===== config.mk =====
export PLATFORM = sky130hd
export DESIGN_NAME = contador
export DESIGN_NICKNAME = d
export VERILOG_FILES = /design/src/rtl/contador.sv
export SDC_FILE = /design/constraint.sdc
export NUM_CORES = 1
export LEC_CHECK = 0
export ABC_AREA = 1
export BUFFER_PORTS_ARGS = -buffer_cell sky130_fd_sc_hd__buf_4
export CAP_MARGIN = 30
export CORE_AREA = 2 2 44 46
export CTS_BUF_LIST = sky130_fd_sc_hd__clkbuf_8
export DETAILED_ROUTE_END_ITERATION = 12
export DIE_AREA = 0 0 46 48
export PLACE_DENSITY = 0.9
export SYNTH_ARGS = -nofsm -noshare
export SYNTH_HDL_FRONTEND = slang
export SYNTH_SLANG_ARGS = --single-unit

===== constraint.sdc =====
create_clock -name clk -period 1.9 [get_ports clk]
set_clock_uncertainty 0.05 [all_clocks]
set_input_delay 0.095 -clock clk [delete_from_list [all_inputs] [get_ports clk]]
set_output_delay 0.095 -clock clk [all_outputs]
set_load 0.03 [all_outputs]

===== src/rtl/contador.sv =====
// Free-running up-counter with synchronous active-high reset.
// Wraps to RESET_VAL once the next increment would pass MAX_VAL.
module contador #(
    parameter int unsigned     WIDTH     = 16,
    parameter longint unsigned STEP      = 1,
    parameter longint unsigned RESET_VAL = 0,
    parameter longint unsigned MAX_VAL   = (64'd1 << WIDTH) - 64'd1
) (
    input  logic             clk,
    input  logic             rst,
    output logic [WIDTH-1:0] count
);

    if (WIDTH < 1 || WIDTH > 63) begin : g_bad_width
        $error("contador: WIDTH must be in 1..63");
    end
    if (STEP < 1 || STEP >= (64'd1 << WIDTH)) begin : g_bad_step
        $error("contador: STEP must satisfy 1 <= STEP < 2**WIDTH");
    end
    if (MAX_VAL >= (64'd1 << WIDTH)) begin : g_bad_max
        $error("contador: MAX_VAL must be below 2**WIDTH");
    end
    if (RESET_VAL > MAX_VAL) begin : g_bad_reset
        $error("contador: RESET_VAL must not exceed MAX_VAL");
    end

    localparam logic [WIDTH:0]   STEP_X  = (WIDTH+1)'(STEP);
    localparam logic [WIDTH:0]   MAX_X   = (WIDTH+1)'(MAX_VAL);
    localparam logic [WIDTH-1:0] RESET_X = WIDTH'(RESET_VAL);

    logic [WIDTH-1:0] count_q;
    logic [WIDTH-1:0] count_d;
    logic [WIDTH:0]   sum;

    // One extra bit on the sum so a carry out of WIDTH bits still counts as past MAX_VAL.
    always_comb begin
        sum     = {1'b0, count_q} + STEP_X;
        count_d = sum[WIDTH-1:0];
        if (sum > MAX_X) begin
            count_d = RESET_X;
        end
    end

    always_ff @(posedge clk) begin
        if (rst) begin
            count_q <= RESET_X;
        end else begin
            count_q <= count_d;
        end
    end

    assign count = count_q;

endmodule


-- Word level (Yosys, flattened, before mapping)
Index checks and enable logic that the tools add are counted.
- $add $sub $neg: 1
- shifts and indexed selects: 0
- bitwise operators: 0
- equal/unequal tests: 0
- divide/modulo/power cells: 0
- reductions and logical operators: 1
- order comparisons: 1
- multiply operators: 0
- mux-type cells: 0
- operator list (operator ; count):
    16-bit by 1-bit adder with 17-bit output (second input constant) ; 1
    17-bit by 16-bit greater-than comparator with 1-bit output (second input constant) ; 1
    2-bit OR reduction ; 1
- register bits: 16
- bits of input ports: 2
- memories kept: 0
- memory bits (read-only): 0
- output and inout bits: 16
- bits in writable memories: 0
- latch bits: 0

-- Depth between registers and ports, before layout
Gate-level depths: netlist of the first run.
- depth after elaboration: 3
- gate-level depth with buffers: 14
- mapped depth without buffers: 13

-- Worst setup path before layout of the first run
Ideal clock, no wire load.
- path type: register -> register
- start point: reg count_q[0], in the netlist count[0]
- end point: reg count_q[3], in the netlist count[3]
- clock period less this slack: 2.018 ns
- cell stages (with the launch flop): 14
- path buffers: 1
- arrival: 1.855 ns
- data required time: 1.737 ns
- library setup time: 0.113 ns
- setup slack: -0.118 ns
- cell sequence: dfxtp_1 -> ha_1 -> nand2_1 -> nor2_2 -> nand3_1 -> nand2_1 -> nand2_1 -> nor2_1 -> nand2_1 -> nor2_1 -> nand2_1 -> nand2_4 -> buf_8 -> nor2_1
- longest elaborated chain between the ends: 3
- RTL lines (item ; RTL line ; RTL):
    start: declaration ; 31 ; logic [WIDTH-1:0] count_q;
    start signal: assignment ; 48 ; count_q <= count_d;
    16-bit by 1-bit adder with 17-bit output (*) ; 37 ; sum = {1'b0, count_q} + STEP_X;
    17-bit by 16-bit greater-than comparator with 1-bit output ; 39 ; if (sum > MAX_X) begin
    2-bit OR reduction (no source line) ; -- ;
Mark *: on every way between the ends. The rest lies on a longest branch, timed or not.
A chain may end at the register's enable or synchronous reset.

-- Worst setup path in the final report of the first run
- start point: reg count_q[0], in the netlist count[0]
- end point: reg count_q[4], in the netlist count[4]
The elaborated chain is that of the path after synthesis.

==> results of run 1 <==
[cells in the mapped netlist]
cell type,n
o21ai_1,1
nand3_1,12
nand2_1,47
nand4_1,7
o21ai_0,1
nand2_2,1
dfxtp_1,16
nor2_2,4
inv_1,20
nor2_1,37
nand2_4,1
buf_8,1
ha_1,2
nand3b_1,1
nor3_1,1
nor3_2,1
o21bai_1,1
[per-stage QoR]
step                      worst slack (ns)  instances  hold WS [ns]  setup TNS [ns]
after floorplan                     0.0364        154         0.268               0
after CTS                           0.0136        194         0.190               0
after global routing              -0.00952        198         0.197         -0.0348
final                                0.112        198         0.177               0
after detailed placement           -0.0219        190         0.411          -0.105
after global placement              0.0708        190         0.406               0
[placed cells by master (no fill, tap or decap)]
master / Yosys / final
nand2_1: 47 / 44
o21ai_0: 1 / 1
ha_1: 2 / 1
clkbuf_8: 0 / 4
nor2_4: 0 / 4
nand2_4: 1 / 2
nand4_1: 7 / 7
dfxtp_2: 0 / 1
o21ai_1: 1 / 1
nand3_1: 12 / 12
nor2_1: 37 / 34
nand2_2: 1 / 4
dfxtp_4: 0 / 2
dfxtp_1: 16 / 13
buf_4: 0 / 23
nor3_2: 1 / 1
nor2_2: 4 / 3
ha_4: 0 / 1
nand3b_1: 1 / 1
nor3_1: 1 / 1
inv_1: 20 / 20
o21bai_1: 1 / 1
[timing repair]
| item | CTS | global route |
|---|---|---|
| gates cloned | 0 | 1 |
| gates resized for setup | 2 | 14 |
| setup buffers | 0 | 3 |
| pin swaps | 0 | 4 |
| hold endpoints to repair | 0 | 0 |
| endpoints found under the setup margin | 16 | 16 |
[power by group through the flow]
stage	registers (uW)	clock network (uW)	logic (uW)
6_report	352	296	53.1
4_1_cts	351	294	47.1
3_5_place_dp	358	0	46.2
5_1_grt	353	310	58.4
2_1_floorplan	367	0	25.3
3_3_place_gp	357	0	46.4
[metal layers]
layer  global-route usage, %  routed length, um  part of all wire (%)  up-vias
met5                       0                  0                     0        -
met4                    9.71                 46                   1.9        0
met3                    2.26                126                   5.3        7
met2                    41.7               1220                    51       31
met1                    24.9               1010                    42      470
li1                        -                  -                     -      537
[path summary, 6_finish.rpt]
check / from / endpoint / slack (ns) / cells past startpoint
hold reg to reg: count[0]$_SDFF_PP0_ / count[0]$_SDFF_PP0_ / 0.51 / 2
setup / recovery: count[0]$_SDFF_PP0_ / count[4]$_SDFF_PP0_ / 0.11 / 12
setup reg to reg: count[0]$_SDFF_PP0_ / count[4]$_SDFF_PP0_ / 0.11 / 12
hold / removal: rst / count[8]$_SDFF_PP0_ / 0.18 / 4
[worst reg2reg max path: stages, from the launching register on]
cell	delay, ns
dfxtp_4	0.38
ha_4	0.16
nand2_2	0.07
nor2_4	0.18
nand3_1	0.11
nand2_1	0.07
nand2_1	0.07
nor2_1	0.11
nand2_1	0.06
nor2_1	0.11
nand2_2	0.11
nand2_4	0.14
nor2_1	0.06
[layout make-up]
cell class | count | share of cell area (%)
clock buffer | 4 | 4.44
timing repair buffer | 23 | 13.9
sequential | 16 | 26.6
tap | 17 | 1.72
inverter | 20 | 6.06
multi-input combinational | 118 | 47.3
[cell families after synthesis]
family                     after synthesis  synth area share [%]
buffers and inverters                   21                  9.61
AOI/OAI and AO/OA                        3                  1.87
adders and majority gates                2                  2.67
and+or+nand+nor                        112                  51.7
DFF                                     16                  34.2
==> results.cfg, run 1 <==
[outcome]
status = completed

[min_path]
hp-class = in2reg

[yosys]
syn_area_sq_um = 937
synth_top_area_share_pct = 34.2
synth.distinct_cells = 17
avgSynthCellArea_sq_um = 6.09
synth_nets = 158
syn_inst = 154
synth_area_leaders = dfxtp_1 (34%), nand2_1 (19%), nor2_1 (15%)
synth_seq_cells = 16
synth.yosys.seq_area_share_pct = 34.2
yosys.area.top_type = dfxtp_1
synth_warnings = 0

[timing]
fin_crit_ns = 1.79
tightest_slew_ns = 0.366
final.period_utilization_pct = 94.1
setup_viol = 0
max_freq_mhz = 559
hold_violations = 0
relSlewSlack_pct = 75.5
slew_violations = 0

[placed_design]
post_dp_cell_area_sq_um = 1100
place.gp.congestion = 0.857
hpwl_um = 1660
port_buffers = 17

[setup_path]
endpoint_kind = flip-flop
crit_type = reg2reg
cp.arrival_ns = 1.88
path_buf_inv = 0
crit_chain = ha_4 -> nand2_2 -> nor2_4 -> nand3_1 -> nand2_1 -> nand2_1 -> nor2_1 -> nand2_1 -> nor2_1 -> nand2_2 -> nand2_4 -> nor2_1
cp_max_fo = 8
start_kind = flip-flop
crit_family = simple AND/OR/NAND/NOR gates
critical-path-max-stage-delay_ns = 0.38
critPathRequiredTime_ns = 1.99
cp_slowest_cell = dfxtp_4

[global_route]
grt_pass1_vias = 876
grt_pass1_wl_um = 3460
grtUsageTotal_pct = 22.1
grt_overflow = 0
antenna_found_initial = 0
grt_max_degree = 17

[pwr]
combinationalPowerShare_pct = 7.6
netSwitchingFraction_pct = 22.2
vdd_ir_drop_max_uv = 568
netSwitchingPower_uw = 156
power_leakage_uw = 0.000482
powerDensity_nw_per_um2 = 566
report.power.total_uw = 701
seqPwrFrac_pct = 50.2
intPower_uw = 545
clockPowerShare_pct = 42.2

[flow_run]
cap_violations = 0

[die]
io_pins = 18
rows = 15
coreArea_sq_um = 1690
die-area_sq_um = 2210
die_y_um = 48
die_w_um = 46
start_util_pct = 55.5

[drt]
vias_per_cell = 5.28
ant_nets = 0
drt-initial-drc-count = 22
dr.pass1.iters = 4
vias = 1045
drc = 0
wirelength_um = 2400
wire_per_inst_um = 12.1

[layout]
ff_latch_area_sq_um = 329
diodes = 0
multi_input_area_sq_um = 586
fin_util_pct = 73.3
fillers = 131
largest_reg_flops = 16
nets = 186
final_cell_area_sq_um = 1240
drive_above_1_share_pct = 24.9
area_growth_pct = 32.2

[clocking]
tritoncts = done
cts_sinks = 16
numCtsBuffers = 3
cts_buffer_depth = 2
insertion_delay_ns = 0.25
hold_buffers = 0
cts_root_buffer = clkbuf_8
path_clk_slew_ns = 0.06
htreeDepth = 1
(Power assumes the default switching activity.)
==> run 2: changes to the inputs <==
--- a/config.mk
+++ b/config.mk
@@ -8,11 +8,13 @@
 export ABC_AREA = 1
 export BUFFER_PORTS_ARGS = -buffer_cell sky130_fd_sc_hd__buf_4
 export CAP_MARGIN = 30
-export CORE_AREA = 2 2 44 46
+export CORE_AREA = 2 2 41 50
 export CTS_BUF_LIST = sky130_fd_sc_hd__clkbuf_8
+export CTS_CLUSTER_DIAMETER = 120
 export DETAILED_ROUTE_END_ITERATION = 12
-export DIE_AREA = 0 0 46 48
-export PLACE_DENSITY = 0.9
+export DIE_AREA = 0 0 43 52
+export HOLD_SLACK_MARGIN = 0.1
+export PLACE_DENSITY = 0.88
 export SYNTH_ARGS = -nofsm -noshare
 export SYNTH_HDL_FRONTEND = slang
 export SYNTH_SLANG_ARGS = --single-unit
==> run 2 against run 1 <==
Compared with the run above: global-route usage grew 1.5 points; flip-flop and latch count unchanged; highest routed layer unchanged; die area rose by 1.3%.
==> results.cfg, run 2 (synthesized netlist as in run 1, its figures left out) <==
[outcome]
status = completed

[setup_path]
cp_max_fo = 8
critical-path-max-stage-delay_ns = 0.39
r2r-start = count[0]$_SDFF_PP0_
endpoint_kind = flip-flop
reg2reg_slack_ns = 0.009
cp.arrival_ns = 1.98
start_kind = flip-flop
crit_type = reg2reg
cp_slowest_cell = dfxtp_4
r2r.worst_path.cells = 12
critPathRequiredTime_ns = 1.99
crit_chain = ha_4 -> nand2_2 -> nor2_4 -> nand3b_1 -> nand2_1 -> nand2_1 -> nor2_1 -> nand2_1 -> nor2_1 -> nand2_2 -> nand2_4 -> nor2_1
r2r-end = count[13]$_SDFF_PP0_

[global_route]
grt_pass1_wl_um = 3980
grt_max_degree = 17
antenna_found_initial = 0
grt_pass1_vias = 913
grt_overflow = 0
grtUsageTotal_pct = 23.6

[timing]
setup_ws_ns = 0.00946
setup_viol = 0
max_freq_mhz = 529
tightest_slew_ns = 0.367
fin_crit_ns = 1.89
relSlewSlack_pct = 75.5
hold_violations = 0
slew_violations = 0
final.period_utilization_pct = 99.5

[flow_run]
cap_violations = 0

[min_path]
hp-class = in2reg
hold_depth = 4
min_to = count[6]$_SDFF_PP0_
min_from = rst

[clocking]
cts_root_buffer = clkbuf_8
path_clk_slew_ns = 0.06
cts_buffer_depth = 2
htreeDepth = 1
cts_sinks = 16
tritoncts = done
insertion_delay_ns = 0.25
numCtsBuffers = 3

[die]
die-area_sq_um = 2240
die_y_um = 52
coreArea_sq_um = 1790
die_w_um = 43
rows = 17
io_pins = 18
start_util_pct = 52.5

[placed_design]
hpwl_um = 1780
port_buffers = 17
pre_cts_slack_ns = -0.0352
place.gp.congestion = 0.879
post_dp_cell_area_sq_um = 1100

[pwr]
report.power.total_uw = 675
vdd_ir_drop_max_uv = 737
powerDensity_nw_per_um2 = 537
power_leakage_uw = 0.000466

[layout]
mostFrequentLayoutCell = nand2_1
largest_reg_flops = 16
drive_above_1_share_pct = 30.3
area_growth_pct = 34.2
fillers = 144
final_cell_area_sq_um = 1260
most-common-layout-cells = nand2_1 (43), nor2_1 (31), buf_4 (20)
nets = 184
diodes = 0

[drt]
wirelength_um = 2830
ant_nets = 0
drt-initial-drc-count = 50
wire_per_inst_um = 14.4
vias_per_cell = 5.63
drc = 0
vias = 1109
dr.pass1.iters = 6
-- run 2: cell types whose count changed in the layout (fill, tap and decap cells not counted), sizes merged --
cell	before	now
buf	23	21
clkbuf	4	3
-- run 2: worst max path at each step --
stage | end | cells past startpoint | startpoint
after floorplan | count[3]$_SDFF_PP0_ | 13 | count[0]$_SDFF_PP0_
after global placement | count[14]$_SDFF_PP0_ | 12 | count[0]$_SDFF_PP0_
after detailed placement | count[7]$_SDFF_PP0_ | 12 | count[0]$_SDFF_PP0_
after CTS | count[13]$_SDFF_PP0_ | 9 | count[6]$_SDFF_PP0_
after global routing | count[15]$_SDFF_PP0_ | 12 | count[0]$_SDFF_PP0_
final | count[13]$_SDFF_PP0_ | 12 | count[0]$_SDFF_PP0_
-- run 2: layout make-up --
type / instances / area, sq um / share of cell area [%]
multi-input cells: 118 / 623 / 49.6
flip-flops and latches: 16 / 333 / 26.5
repair buffers: 21 / 161 / 12.8
inverters: 20 / 75.1 / 5.97
clock buffers: 3 / 41.3 / 3.28
well taps: 19 / 23.8 / 1.89
-- run 2: critical path, delay by kind of cell (launching register included) --
family | cells | cell delay [ns]
adders and majority gates | 1 | 0.16
DFF | 1 | 0.39
and+or+nand+nor | 11 | 1.18
-- run 2: repair_timing --
| item | 4_1_cts | 5_1_grt |
|---|---|---|
| gates cloned | 0 | 1 |
| endpoints found under the setup margin | 16 | 16 |
| hold buffers | 0 | 0 |
| setup buffers | 0 | 1 |
| pin swaps | 0 | 8 |
| resized for setup | 3 | 26 |
| hold endpoints to repair | 0 | 0 |
-- run 2: metal layers --
layer	share of wire (%)	wire length, um	global-route usage, %	up-vias
met5	0	0	0	-
met4	3.4	97	9.09	0
met3	6.6	187	3.82	12
met2	54	1520	45.2	65
met1	36	1030	25.4	504
li1	-	-	-	528
-- run 2: per-stage QoR --
stage	TNS (ns)	hold slack (ns)	util [%]	cells
after CTS	0	0.188	64.4	195
after floorplan	0	0.268	-	154
after detailed placement	-0.373	0.411	61.5	192
after global routing	-2.52	0.191	70.4	197
final	0	0.165	70.4	197
after global placement	0	0.405	61.5	192
-- run 2: report_power, final --
part	internal, uW	total (uW)	leakage [uW]	switching [uW]
clock network	141	249	0.0000216	109
registers	341	351	0.000133	9.69
logic	30.0	74.3	0.000312	44.3
